`config.mk`:
```
export PLATFORM = sky130hd
export DESIGN_NAME = ddr3_bank_tracker
export DESIGN_NICKNAME = d
export VERILOG_FILES = /design/src/rtl/ddr3_bank_tracker.sv
export SDC_FILE = /design/constraint.sdc
export NUM_CORES = 1
export LEC_CHECK = 0
export ABC_AREA = 1
export BUFFER_PORTS_ARGS = -buffer_cell sky130_fd_sc_hd__buf_2
export CORE_MARGIN = 5
export CORE_UTILIZATION = 51
export DETAILED_ROUTE_END_ITERATION = 8
export GPL_TIMING_DRIVEN = 0
export PLACE_DENSITY = 0.69
export SLEW_MARGIN = 20
export SYNTH_ARGS = -nofsm -noshare
export SYNTH_HDL_FRONTEND = slang
export SYNTH_SLANG_ARGS = --single-unit
```
`constraint.sdc`:
```
create_clock -name ck -period 10.1 [get_ports ck]
set_clock_uncertainty 0.2 [all_clocks]
set_input_delay 2.02 -clock ck [delete_from_list [all_inputs] [get_ports ck]]
set_output_delay 2.02 -clock ck [all_outputs]
set_load 0.05 [all_outputs]
```
`src/rtl/ddr3_bank_tracker.sv`:
```
// ddr3_bank_tracker: per-bank open-row and timing tracker that flags DDR3 protocol violations.
module ddr3_bank_tracker #(
  parameter int BA_BITS = 3,
  parameter int ROW_BITS = 16,
  parameter int TRCD = 11,
  parameter int TRP = 11,
  parameter int TRAS = 28,
  parameter int TRFC = 160
) (
  input  logic                 ck,
  input  logic                 rst,
  input  logic                 cmd_valid,
  input  logic [3:0]           cmd,
  input  logic [BA_BITS-1:0]   ba,
  input  logic [ROW_BITS-1:0]  row,
  input  logic [BA_BITS-1:0]   q_ba,
  output logic [ROW_BITS-1:0]  q_row,
  output logic [2**BA_BITS-1:0] bank_open,
  output logic                 err_valid,
  output logic [3:0]           err_code,
  output logic [BA_BITS-1:0]   err_ba
);
  localparam int NB = 2**BA_BITS;
  logic [ROW_BITS-1:0] rows [NB];
  logic [7:0] cnt [NB];
  logic [7:0] ref_cnt;
  logic chk, is_act, is_pre, is_prea, is_ap, is_rw, is_unk, needs_idle, lock, cur_open, prea_hit;
  logic [8:0] k_b;
  logic [BA_BITS-1:0] prea_ba, code_ba;
  logic [3:0] code;
  // A counter holding c at cycle t+k means k = c + 1 cycles have elapsed since the event.
  always_comb begin
    chk = cmd_valid && cmd > 4'd1;
    is_act = cmd == 4'd6;
    is_pre = cmd == 4'd4;
    is_prea = cmd == 4'd5;
    is_ap = cmd == 4'd8 || cmd == 4'd10;
    is_rw = cmd >= 4'd7 && cmd <= 4'd10;
    is_unk = cmd == 4'd15;
    needs_idle = cmd == 4'd2 || cmd == 4'd3 || (cmd >= 4'd11 && cmd <= 4'd13);
    lock = {1'b0, ref_cnt} + 9'd1 < 9'(TRFC);
    cur_open = bank_open[ba];
    k_b = {1'b0, cnt[ba]} + 9'd1;
    prea_hit = 1'b0;
    prea_ba = '0;
    for (int j = NB - 1; j >= 0; j--)
      if (bank_open[j] && {1'b0, cnt[j]} + 9'd1 < 9'(TRAS)) begin
        prea_hit = 1'b1;
        prea_ba = BA_BITS'(j);
      end
    code = !chk ? 4'd0 :
           lock ? 4'd1 :
           is_unk ? 4'd2 :
           (is_act && cur_open) ? 4'd3 :
           (is_act && k_b < 9'(TRP)) ? 4'd4 :
           (is_rw && !cur_open) ? 4'd5 :
           (is_rw && k_b < 9'(TRCD)) ? 4'd6 :
           ((is_pre && cur_open && k_b < 9'(TRAS)) || (is_prea && prea_hit)) ? 4'd7 :
           (needs_idle && |bank_open) ? 4'd8 : 4'd0;
    code_ba = (code == 4'd7 && is_prea) ? prea_ba : code == 4'd8 ? '0 : ba;
  end
  assign q_row = bank_open[q_ba] ? rows[q_ba] : '0;
  always_ff @(posedge ck or posedge rst) begin
    if (rst) begin
      bank_open <= '0;
      ref_cnt <= 8'hff;
      err_valid <= 1'b0;
      err_code <= '0;
      err_ba <= '0;
      for (int j = 0; j < NB; j++) begin
        rows[j] <= '0;
        cnt[j] <= 8'hff;
      end
    end else begin
      err_valid <= code != 4'd0;
      err_code <= code;
      err_ba <= code_ba;
      ref_cnt <= (chk && cmd == 4'd3) ? 8'd0 : ref_cnt + 8'(ref_cnt != 8'hff);
      for (int j = 0; j < NB; j++) begin
        if (chk && is_act && ba == BA_BITS'(j)) begin
          bank_open[j] <= 1'b1;
          rows[j] <= row;
          cnt[j] <= 8'd0;
        end else if (chk && bank_open[j] && (is_prea || (ba == BA_BITS'(j) && (is_pre || is_ap)))) begin
          bank_open[j] <= 1'b0;
          cnt[j] <= 8'd0;
        end else begin
          cnt[j] <= cnt[j] + 8'(cnt[j] != 8'hff);
        end
      end
    end
  end
endmodule

```
; ---- Word-level counts from Yosys, hierarchy flattened
; Index checks and enable logic that the tools add are counted.
[op_classes]
addsub = 19
order_cmp = 20
eq_ne = 26
mux = 71
bitwise = 2
n_reduce_logical = 79
[ops]
columns = cell, count
row1 = 8-bit two-way mux, 19
row2 = "8-bit by 1-bit adder with 9-bit output, second input constant", 10
row3 = "9-bit by 5-bit less-than comparator with 1-bit output, second input constant", 9
row4 = 8-bit by 1-bit adder with 8-bit output, 9
row5 = "8-bit != test, second input constant", 9
row6 = 1-bit logical AND, 54
row7 = 16-bit binary-select mux with 3-bit select, 1
row8 = 16-bit two-way mux, 3
row9 = 4-bit two-way mux, 9
row10 = 3-bit two-way mux, 10
row11 = 1-bit two-way mux, 26
row12 = 8-bit binary-select mux with 3-bit select, 1
row13 = "4-bit by 3-bit equality test with 1-bit output, second input constant", 4
row14 = "4-bit equality test, second input constant", 4
row15 = 2-bit nonzero test, 8
row16 = 1-bit logical OR, 13
row17 = "3-bit equality test, second input constant", 4
row18 = "4-bit >= comparator, second input constant", 3
row19 = "9-bit by 4-bit less-than comparator with 1-bit output, second input constant", 1
row20 = "9-bit by 8-bit less-than comparator with 1-bit output, second input constant", 1
row21 = "4-bit by 2-bit equality test with 1-bit output, second input constant", 2
row22 = "4-bit <= comparator, second input constant", 2
row23 = "3-bit by 4-bit less-than comparator with 1-bit output, second input constant", 2
row24 = 3-bit NOT with 4-bit output, 2
row25 = 9 further kinds, 11
[word_totals]
register_bits = 216
in_bits = 29
output_inout_bits = 32

; ---- Longest topological paths before layout
; Gate-level depths: netlist of the first run.
[depth]
depth_word = 24
ltp_mapped = 22

; ---- Least setup slack after synthesis of the first run
; Ideal clock, no wire load.
[synth_timing]
kind = input to output
startpoint = input q_ba[2]
endpoint = output q_row[10]
arrival_time_ns = 3.519
required_ns = 7.880
setup_slack_ns = 4.361
cell_stages = 6
n_path_buf = 2
cell_sequence = clkbuf_1 > clkinv_1 > a31oi_1 > clkbuf_1 > nand2_1 > inv_1
[synth_between]
elab_chain_len = 5
word_cells_on_any_way = 7
[synth_rtl]
columns = element, line_no
row1 = "start, declared", 16  ; input logic [BA_BITS-1:0] q_ba,
row2 = 3-bit NOT with 4-bit output (implied by the code), 62  ; assign q_row = bank_open[q_ba] ? rows[q_ba] : '0;
row3 = 16-bit binary-select mux with 3-bit select, 62
row4 = 16-bit two-way mux (implied by the code) (2 in a row), 62
row5 = 16-bit two-way mux *, 62
row6 = "end, declared", 17  ; output logic [ROW_BITS-1:0] q_row,
; Every way passes the cells marked *; elsewhere a longest branch is shown, timed or not. The select of a mux whose other input is x is not followed.

; ---- Worst setup path in the final report of the first run
[layout_timing]
startpoint = input q_ba[0]
endpoint = output q_row[11]
; The elaborated chain is that of the path after synthesis.

==> results of run 1 <==
area by class of cell:
class / instances / area [um2]
fill: 2022 / 8944
tap: 280 / 350.3
inverter: 122 / 465.4
clock buffer: 33 / 674.4
sequential: 216 / 5495
multi-input combinational: 1051 / 5047
buffer: 60 / 270.3
clock inverter: 10 / 163.9
timing repair buffer: 60 / 345.3
report_power, final:
group | switching, uW | internal [uW] | leakage, uW
Clock | 357 | 569 | 0.000410
Sequential | 206 | 1180 | 0.00271
Combinational | 567 | 331 | 0.00312
stage by stage:
step / cells / setup TNS [ps]
2_1_floorplan: 1449 / 0
3_3_place_gp: 1787 / -52910
3_5_place_dp: 1789 / 0
4_1_cts: 1832 / 0
5_1_grt: 1832 / 0
6_report: 1832 / 0
cell families after synthesis:
group,count (synthesis),synth area share (%)
AOI/OAI and AO/OA,296,14.28
xor gates and xnor gates,39,3.032
adders and majority gates,19,2.110
buffers and inverters,182,6.464
DFF,216,48.78
and+or+nand+nor,697,25.32
sequential cells by signal, summed over array words and instances (netlist names):
name       flops
bank_open      8
cnt           64
err_ba         3
err_code       4
err_valid      1
ref_cnt        8
rows         128
layout by cell type (no fill, tap or decap), types with 28 or more instances in the layout:
cell type	instances
o22ai_1	34
nand3_1	63
inv_1	116
nand2_1	401
clkbuf_1	54
o21ai_0	214
nor2_1	176
xor2_1	28
dfstp_2	72
dfrtp_1	144
buf_2	61
per-layer routing:
| layer | track usage [%] | vias to the layer above | part of all wire, % |
|---|---|---|---|
| li1 | - | 4911 | - |
| met1 | 33.24 | 4792 | 42 |
| met2 | 43.59 | 312 | 49 |
| met3 | 3.289 | 82 | 4.7 |
| met4 | 10.72 | 0 | 4.3 |
| met5 | 0 | - | 0 |
worst max path at each step:
| stage | startpoint | endpoint | cells after the start |
|---|---|---|---|
| 4_1_cts | q_ba[0] | q_row[11] | 9 |
| 2_1_floorplan | rst | bank_open[0]$_DFFE_PP0P_ | 1 |
| 5_1_grt | q_ba[2] | q_row[11] | 7 |
| 3_5_place_dp | q_ba[0] | q_row[2] | 11 |
| 3_3_place_gp | rst | bank_open[0]$_DFFE_PP0P_ | 2 |
| 6_report | q_ba[0] | q_row[11] | 9 |
worst max-delay path: cells and delay by family:
family                 cells  cell delay, ps
buffers and inverters      6            1310
and+or+nand+nor            1             120
AOI/OAI and AO/OA          2             700
==> impl_metrics.json, run 1 <==
{
  "outcome": "completed",
  "synth.ff_latch_count": 216,
  "r2r_slack_ps": 7500,
  "holdWs_ps": 278.7,
  "grt_pass1_vias": 9947,
  "ys_types": 45,
  "hpwl_um": 22800,
  "root_buffer": "clkbuf_16",
  "hold_viol_final": 0,
  "postCtsHoldBufs": 0,
  "syn_inst": 1449,
  "min_to": "rows[86]$_DFFE_PP0P_",
  "die_h_um": 158.6,
  "rsz0062_at_grt": "false",
  "worst_slack_ps": 3715,
  "ys_seq_area_share_pct": 48.78,
  "setup_viol": 0,
  "cellPowerDensity_nw_per_um2": 250.3,
  "drt_wl_total_um": 31760,
  "period_needed_ps": 6385,
  "antenna_left": 0,
  "area_delta_synth_final_pct": 13.74,
  "cp.arrival_ps": 4160,
  "detail_route.wl_per_cell_um": 17.33,
  "synth-edff-count": 0,
  "drv_slew": 0,
  "endpoint_kind": "output port",
  "start_util_pct": 51.78,
  "place.gp.congestion": 0.9045,
  "crit_fanout": 10,
  "coreArea_um2": 21760,
  "worstSetupPathType": "in -> out",
  "vias": 10100,
  "max_freq_mhz": 156.6,
  "max_cap_violations": 0,
  "grt_use_total_pct": 25.66,
  "fin_crit_sh_pct": 63.22,
  "numCtsBuffers": 24,
  "ys_async_sr_fraction_pct": 100.0,
  "cts_sinks": 216,
  "dpl-instance-area_um2": 11970,
  "synthTopCellsByArea": "dfrtp_1 32%, dfstp_2 17%, nand2_1 13%, o21ai_0 9.5%, nor2_1 5.9%",
  "cp_slowest_stage_delay_ps": 560,
  "final_nets": 1583,
  "slew_headroom_pct": 49.45,
  "synth.top_cell.area_share_pct": 31.99,
  "worstHoldPathCells": 2,
  "antenna_found_initial": 0,
  "peakVddDrop_mv": 0.1308,
  "firstDrtPassIters": 5,
  "cts_setup_buffers": 0,
  "timing.rr.start": "cnt[33]$_DFF_PP1_",
  "hold_class": "reg -> reg",
  "drt-initial-drc-count": 694,
  "path_clk_slew_ps": 60,
  "ios": 61,
  "dieArea_um2": 25160,
  "min-delay-start": "rows[86]$_DFFE_PP0P_",
  "fp-row-count": 54,
  "portBuffers": 58,
  "yosysWarnings": 0,
  "synth_area_leader_cell": "dfrtp_1",
  "leakagePower_uw": 0.006241,
  "required_ps": 7880,
  "syn_avg_cell_area_um2": 7.774,
  "clkLatencyLatePin_ps": 530,
  "drc": 0,
  "design_area_um2": 12810,
  "critical-path-slowest-cell": "a31oi_1",
  "synth_common_cells": "401 x nand2_1, 214 x o21ai_0, 176 x nor2_1",
  "h-tree-depth": 1,
  "startpoint_type": "input pin",
  "netlist_area_um2": 11260,
  "die_width_um": 158.6,
  "antenna_cells": 0,
  "place_ws_ps": 3760,
  "cts_resized": 0,
  "cts_tree": "done",
  "grt_pass1_wl_um": 51440,
  "drive_above_1_share_pct": 13.02,
  "r2r_cells": 18,
  "grt_max_degree": 102,
  "utilization_pct": 58.89,
  "timing.rr.end": "err_ba[2]$_DFF_PP0_",
  "tightestPinTransition_ps": 752.0,
  "grt_overflow": 0,
  "cts.path.max_buffers": 3,
  "synth_nets": 1497,
  "yosysMostFrequentCell": "nand2_1",
  "power_uw": 3207,
  "via_per_inst": 5.511,
  "crit_chain": "buf_2 > inv_1 > clkbuf_1 > o21ai_0 > a31oi_1 > clkbuf_1 > nand2_1 > inv_1 > buf_2",
  "synth_ff_type": "dfrtp_1"
}
(Power assumes the default switching activity.)
==> run 2, diff against run 1 <==
--- a/config.mk
+++ b/config.mk
@@ -5,7 +5,7 @@
 export SDC_FILE = /design/constraint.sdc
 export NUM_CORES = 1
 export LEC_CHECK = 0
-export ABC_AREA = 1
+export ABC_AREA = 0
 export BUFFER_PORTS_ARGS = -buffer_cell sky130_fd_sc_hd__buf_2
 export CORE_MARGIN = 5
 export CORE_UTILIZATION = 51
==> constraint.sdc (replaced) <==
create_clock -name ck -period 6.4 [get_ports ck]
set_clock_uncertainty 0.2 [all_clocks]
set_input_delay 1.28 -clock ck [delete_from_list [all_inputs] [get_ports ck]]
set_output_delay 1.28 -clock ck [all_outputs]
set_load 0.05 [all_outputs]
==> run 2 against run 1 <==
Wire length shrank 20%. Largest power group unchanged. Utilization grew 0.61 points. Sequential cell count unchanged. Cell count fell by 29%. Via count shrank 27%.
==> impl_metrics.json, run 2 <==
{
  "outcome": "completed",
  "max_cap_violations": 0,
  "final_common_cell": "dfrtp_1",
  "postCtsHoldBufs": 0,
  "yosysWarnings": 0,
  "dieArea_um2": 24680,
  "synth-edff-count": 0,
  "portBuffers": 52,
  "syn_inst": 915,
  "cp_top_family": "multiplexers",
  "synth.top_cell.area_share_pct": 32.65,
  "syn_avg_cell_area_um2": 12.06,
  "slew_headroom_pct": 31.53,
  "drt_wl_total_um": 25300,
  "leakagePower_uw": 0.005759,
  "grt_pass1_vias": 7585,
  "setup_viol": 0,
  "vias": 7407,
  "fp-row-count": 53,
  "worstSetupPathType": "in -> out",
  "coreArea_um2": 21150,
  "final_cell_mix": "144 x dfrtp_1, 130 x mux2_2, 115 x nor2_1",
  "detail_route.wl_per_cell_um": 19.56,
  "crit_buf_inv": 3,
  "firstDrtPassIters": 5,
  "h-tree-depth": 1,
  "endpoint_kind": "output port",
  "synth_ff_type": "dfrtp_1",
  "hold_viol_final": 0,
  "cts_sinks": 216,
  "numCtsBuffers": 24,
  "antenna_found_initial": 0,
  "period_needed_ps": 5384,
  "synth_area_leader_cell": "dfrtp_1",
  "synth.ff_latch_count": 216,
  "place_ws_ps": 1003,
  "ys_async_sr_fraction_pct": 100.0,
  "dpl-instance-area_um2": 11810,
  "drv_slew": 0,
  "synth_common_cells": "144 x dfrtp_1, 130 x mux2_2, 115 x nor2_1",
  "cellPowerDensity_nw_per_um2": 382.8,
  "top_register": "rows",
  "grt_pass1_wl_um": 41560,
  "hpwl_um": 17990,
  "finalSetupTns_ps": 0,
  "drt-initial-drc-count": 385,
  "crit_chain": "clkbuf_1 > mux4_2 > mux2i_1 > clkbuf_1 > nor2_1 > buf_2",
  "largest_reg_flops": 128,
  "die_h_um": 157.1,
  "required_ps": 4920,
  "synthTopCellsByArea": "dfrtp_1 33%, dfstp_2 17%, mux2_2 13%, mux4_2 8.4%, nor2_1 3.9%",
  "antenna_left": 0,
  "grt_overflow": 0,
  "r2r_slack_ps": 3290,
  "via_per_inst": 5.729,
  "critical-path-slowest-cell": "mux2i_1",
  "root_buffer": "clkbuf_16",
  "area_delta_synth_final_pct": 14.06,
  "cts_tree": "done",
  "peakVddDrop_mv": 0.2266,
  "yosysMostFrequentCell": "dfrtp_1",
  "path_clk_slew_ps": 60,
  "tightestPinTransition_ps": 1018,
  "place.gp.congestion": 0.9063,
  "netlist_area_um2": 11040,
  "cts_setup_buffers": 0,
  "final_nets": 1048,
  "synth_nets": 963,
  "hold_class": "reg -> reg",
  "fin_crit_sh_pct": 84.13,
  "grt_max_degree": 34,
  "die_width_um": 157.1,
  "drc": 0,
  "antenna_cells": 0,
  "top_regs": "rows x128, cnt x64",
  "ys_types": 56,
  "clkLatencyLatePin_ps": 520,
  "startpoint_type": "input pin",
  "crit_fanout": 10,
  "max_freq_mhz": 185.7,
  "design_area_um2": 12590,
  "cts_resized": 0,
  "ios": 61,
  "cts.path.max_buffers": 3,
  "worst_slack_ps": 1016,
  "start_util_pct": 52.17,
  "cp.arrival_ps": 3900,
  "drive_above_1_share_pct": 35.36,
  "cp_common_cell": "clkbuf_1",
  "cp_slowest_stage_delay_ps": 700,
  "grt_use_total_pct": 21.21,
  "rsz0062_at_grt": "false",
  "ys_seq_area_share_pct": 49.80
}
-- run 2: layout make-up --
class                      instances  area [um2]
inverter                          34       131.4
fill                            1738        8567
timing repair buffer              59       407.9
multi-input combinational        628        5264
sequential                       216        5495
tap                              275       344.1
buffer                            37       175.2
clock buffer                      37       699.4
clock inverter                     7       70.07
-- run 2: worst paths after layout --
kind,cells after the start,from,to
min in group asynchronous,2,rst,cnt[18]$_DFF_PP1_
hold / removal,1,rows[94]$_DFFE_PP0P_,rows[94]$_DFFE_PP0P_
max in group asynchronous,5,rst,cnt[56]$_DFF_PP1_
hold reg to reg,1,rows[94]$_DFFE_PP0P_,rows[94]$_DFFE_PP0P_
setup reg to reg,9,cnt[58]$_DFF_PP1_,err_valid$_DFF_PP0_
setup / recovery,6,q_ba[0],q_row[5]
-- run 2: logic make-up after synthesis --
family	count (synthesis)	share of synthesized area (%)
xor gates and xnor gates	53	4.206
adders and majority gates	19	2.154
and+or+nand+nor	275	11.83
muxes	204	24.82
DFF	216	49.80
AOI/OAI and AO/OA	77	4.456
buffers and inverters	71	2.744
-- run 2: metal layers --
metal | vias up | wire (um) | GRT usage, %
met5 | - | 0 | 0
met4 | 0 | 624 | 5.571
met3 | 48 | 1160 | 3.354
met2 | 142 | 12010 | 34.53
met1 | 3774 | 11500 | 30.07
li1 | 3443 | - | -
-- run 2: through the flow --
step / power (uW) / util [%] / hold slack (ps) / instances
after floorplan: 3125 / - / 273.9 / 915
after global placement: 3435 / 55.04 / 281.2 / 1242
after detailed placement: 3484 / 55.84 / 288.1 / 1249
after CTS: 4848 / 59.48 / 301.6 / 1293
after global routing: 5113 / 59.50 / 316.0 / 1293
final: 4818 / 59.50 / 300.3 / 1293
-- run 2: where the power goes --
group          internal (uW)  leakage, uW  switching [uW]  total (uW)
Combinational            582      0.00267             664        1250
Clock                    792     0.000379             550        1340
Sequential              1870      0.00271             364        2230
==> run 3, diff against run 2 <==
--- a/config.mk
+++ b/config.mk
@@ -5,7 +5,7 @@
 export SDC_FILE = /design/constraint.sdc
 export NUM_CORES = 1
 export LEC_CHECK = 0
-export ABC_AREA = 0
+export ABC_AREA = 1
 export BUFFER_PORTS_ARGS = -buffer_cell sky130_fd_sc_hd__buf_2
 export CORE_MARGIN = 5
 export CORE_UTILIZATION = 51
==> constraint.sdc (replaced) <==
create_clock -name ck -period 5.1 [get_ports ck]
set_clock_uncertainty 0.2 [all_clocks]
set_input_delay 1.02 -clock ck [delete_from_list [all_inputs] [get_ports ck]]
set_output_delay 1.02 -clock ck [all_outputs]
set_load 0.05 [all_outputs]
==> run 3 against run 2 <==
Design area rose by 2.1%. Clock-buffer cell count increased by 5. Worst hold slack worse by 20 ps. Wire length is 26% higher. Register-to-register slack worse by 1100 ps. First-iteration DRC count is 140% higher. Cell count rose by 42%. Combinational power is 42% higher. Global-route usage rose by 4.8 points. Critical path type unchanged. Highest routed layer unchanged.
==> impl_metrics.json, run 3 (same netlist as run 1, synthesis figures left out) <==
{
  "top_register": "rows",
  "path_clk_slew_ps": 60,
  "grt_use_total_pct": 25.98,
  "cp.arrival_ps": 3200,
  "finalSetupTns_ps": 0,
  "cellPowerDensity_nw_per_um2": 486.7,
  "firstDrtPassIters": 6,
  "root_buffer": "clkbuf_16",
  "r2r_slack_ps": 2200,
  "final_nets": 1589,
  "power_uw": 6257,
  "drive_above_1_share_pct": 12.88,
  "endpoint_kind": "output port",
  "wl_met2_um": 15420,
  "antenna_left": 0,
  "top_regs": "rows x128, cnt x64",
  "start_util_pct": 51.78,
  "crit_end": "q_row[10]",
  "cts.path.max_buffers": 3,
  "grt_max_degree": 35,
  "timing.rr.start": "cnt[36]$_DFF_PP1_",
  "route.met3.wl_um": 1691,
  "critical-path-slowest-cell": "a31oi_1",
  "cp_slowest_stage_delay_ps": 590,
  "cp_top_family": "buffers and inverters",
  "placed_cells": 1794,
  "final_cell_mix": "401 x nand2_1, 214 x o21ai_0, 176 x nor2_1",
  "crit_buf_inv": 6,
  "maxUsedRoutingLayer": "met4",
  "wl_met1_um": 13510,
  "cp_num_cells": 9,
  "ios": 61,
  "timing.rr.end": "err_valid$_DFF_PP0_",
  "r2r_cells": 9,
  "holdWs_ps": 280.2,
  "cts_tree": "done",
  "worstSetupStartpoint": "q_ba[0]",
  "drt_wl_total_um": 31950,
  "max_freq_mhz": 226.3,
  "cts_resized": 0,
  "fin_crit_sh_pct": 86.64,
  "numCtsBuffers": 25,
  "h-tree-depth": 1,
  "portBuffers": 58,
  "drt-initial-drc-count": 909,
  "outcome": "completed",
  "hold_viol_final": 0,
  "clkLatencyLatePin_ps": 540,
  "max_cap_violations": 0,
  "period_needed_ps": 4419,
  "place.gp.congestion": 0.8927,
  "drc": 0,
  "setup_viol": 0,
  "dieArea_um2": 25160,
  "rsz0062_at_grt": "false",
  "vias": 10110,
  "leakagePower_uw": 0.006246,
  "hpwl_um": 23270,
  "die_width_um": 158.6,
  "grt_overflow": 0,
  "largest_reg_flops": 128,
  "startpoint_type": "input pin",
  "cts_setup_buffers": 0,
  "peakVddDrop_mv": 0.2629,
  "required_ps": 3880,
  "worstSetupPathType": "in -> out",
  "area_delta_synth_final_pct": 14.12,
  "cts_sinks": 216,
  "grt_pass1_vias": 9954,
  "grt_pass1_wl_um": 51890,
  "drv_slew": 0,
  "die_h_um": 158.6,
  "final_common_cell": "nand2_1",
  "slew_headroom_pct": 21.47,
  "detail_route.wl_per_cell_um": 17.35,
  "final_cell_count_no_fill": 1841,
  "tightestPinTransition_ps": 1163,
  "via_per_inst": 5.493,
  "fp-row-count": 54,
  "crit_chain": "buf_2 > inv_1 > clkbuf_1 > o21ai_0 > a31oi_1 > clkbuf_1 > nand2_1 > inv_1 > buf_2",
  "antenna_found_initial": 1,
  "postCtsHoldBufs": 0,
  "coreArea_um2": 21760,
  "hold_class": "reg -> reg",
  "crit_fanout": 10
}
==> run 3: final cells by class <==
type | count | area (um2)
diodes | 1 | 2.502
plain buffers | 60 | 270.3
clock buffers | 42 | 719.4
clock inverters | 4 | 62.56
fillers | 2037 | 8901
inverters | 122 | 461.7
multi-input cells | 1051 | 5047
flip-flops and latches | 216 | 5495
well taps | 280 | 350.3
repair buffers | 65 | 445.4
==> run 3: worst register-to-register path, stage by stage (launching register included) <==
cell      delay (ps)
dfstp_2          570
nand2_1          110
o311ai_0        1000
nand4_1          180
nand2_1          130
o21ai_2           80
nor2_1            90
nand2_1           50
o21ai_1          230
nand3_1          130
==> run 3: stage by stage <==
stage	worst slack, ps	area (um2)	utilization (%)
2_1_floorplan	1127	11270	-
3_5_place_dp	727.2	12070	55.48
5_1_grt	435.9	12850	59.09
4_1_cts	726.3	12850	59.08
3_3_place_gp	-235.2	11910	54.74
6_report	681.5	12850	59.09
==> run 3: layer usage <==
layer	vias to the layer above	track usage [%]
li1	4932	-
met1	4822	34.12
met2	286	44.21
met3	72	3.153
met4	0	9.870
met5	-	0
==> run 3: how the worst min path moves through the flow <==
stage / depth (start not counted) / from / end / slack, ps
after floorplan: 2 / rows[16]$_DFFE_PP0P_ / rows[16]$_DFFE_PP0P_ / 250
after global placement: 2 / rows[87]$_DFFE_PP0P_ / rows[87]$_DFFE_PP0P_ / 260
after detailed placement: 2 / rows[99]$_DFFE_PP0P_ / rows[99]$_DFFE_PP0P_ / 270
after CTS: 2 / rows[90]$_DFFE_PP0P_ / rows[90]$_DFFE_PP0P_ / 280
after global routing: 2 / rows[25]$_DFFE_PP0P_ / rows[25]$_DFFE_PP0P_ / 300
final: 2 / rows[99]$_DFFE_PP0P_ / rows[99]$_DFFE_PP0P_ / 280
==> run 3: power breakdown <==
group	internal, uW	switching (uW)	total, uW
combinational	662	1110	1780
clock	1010	718	1730
sequential	2330	419	2750
total	4010	2250	6260
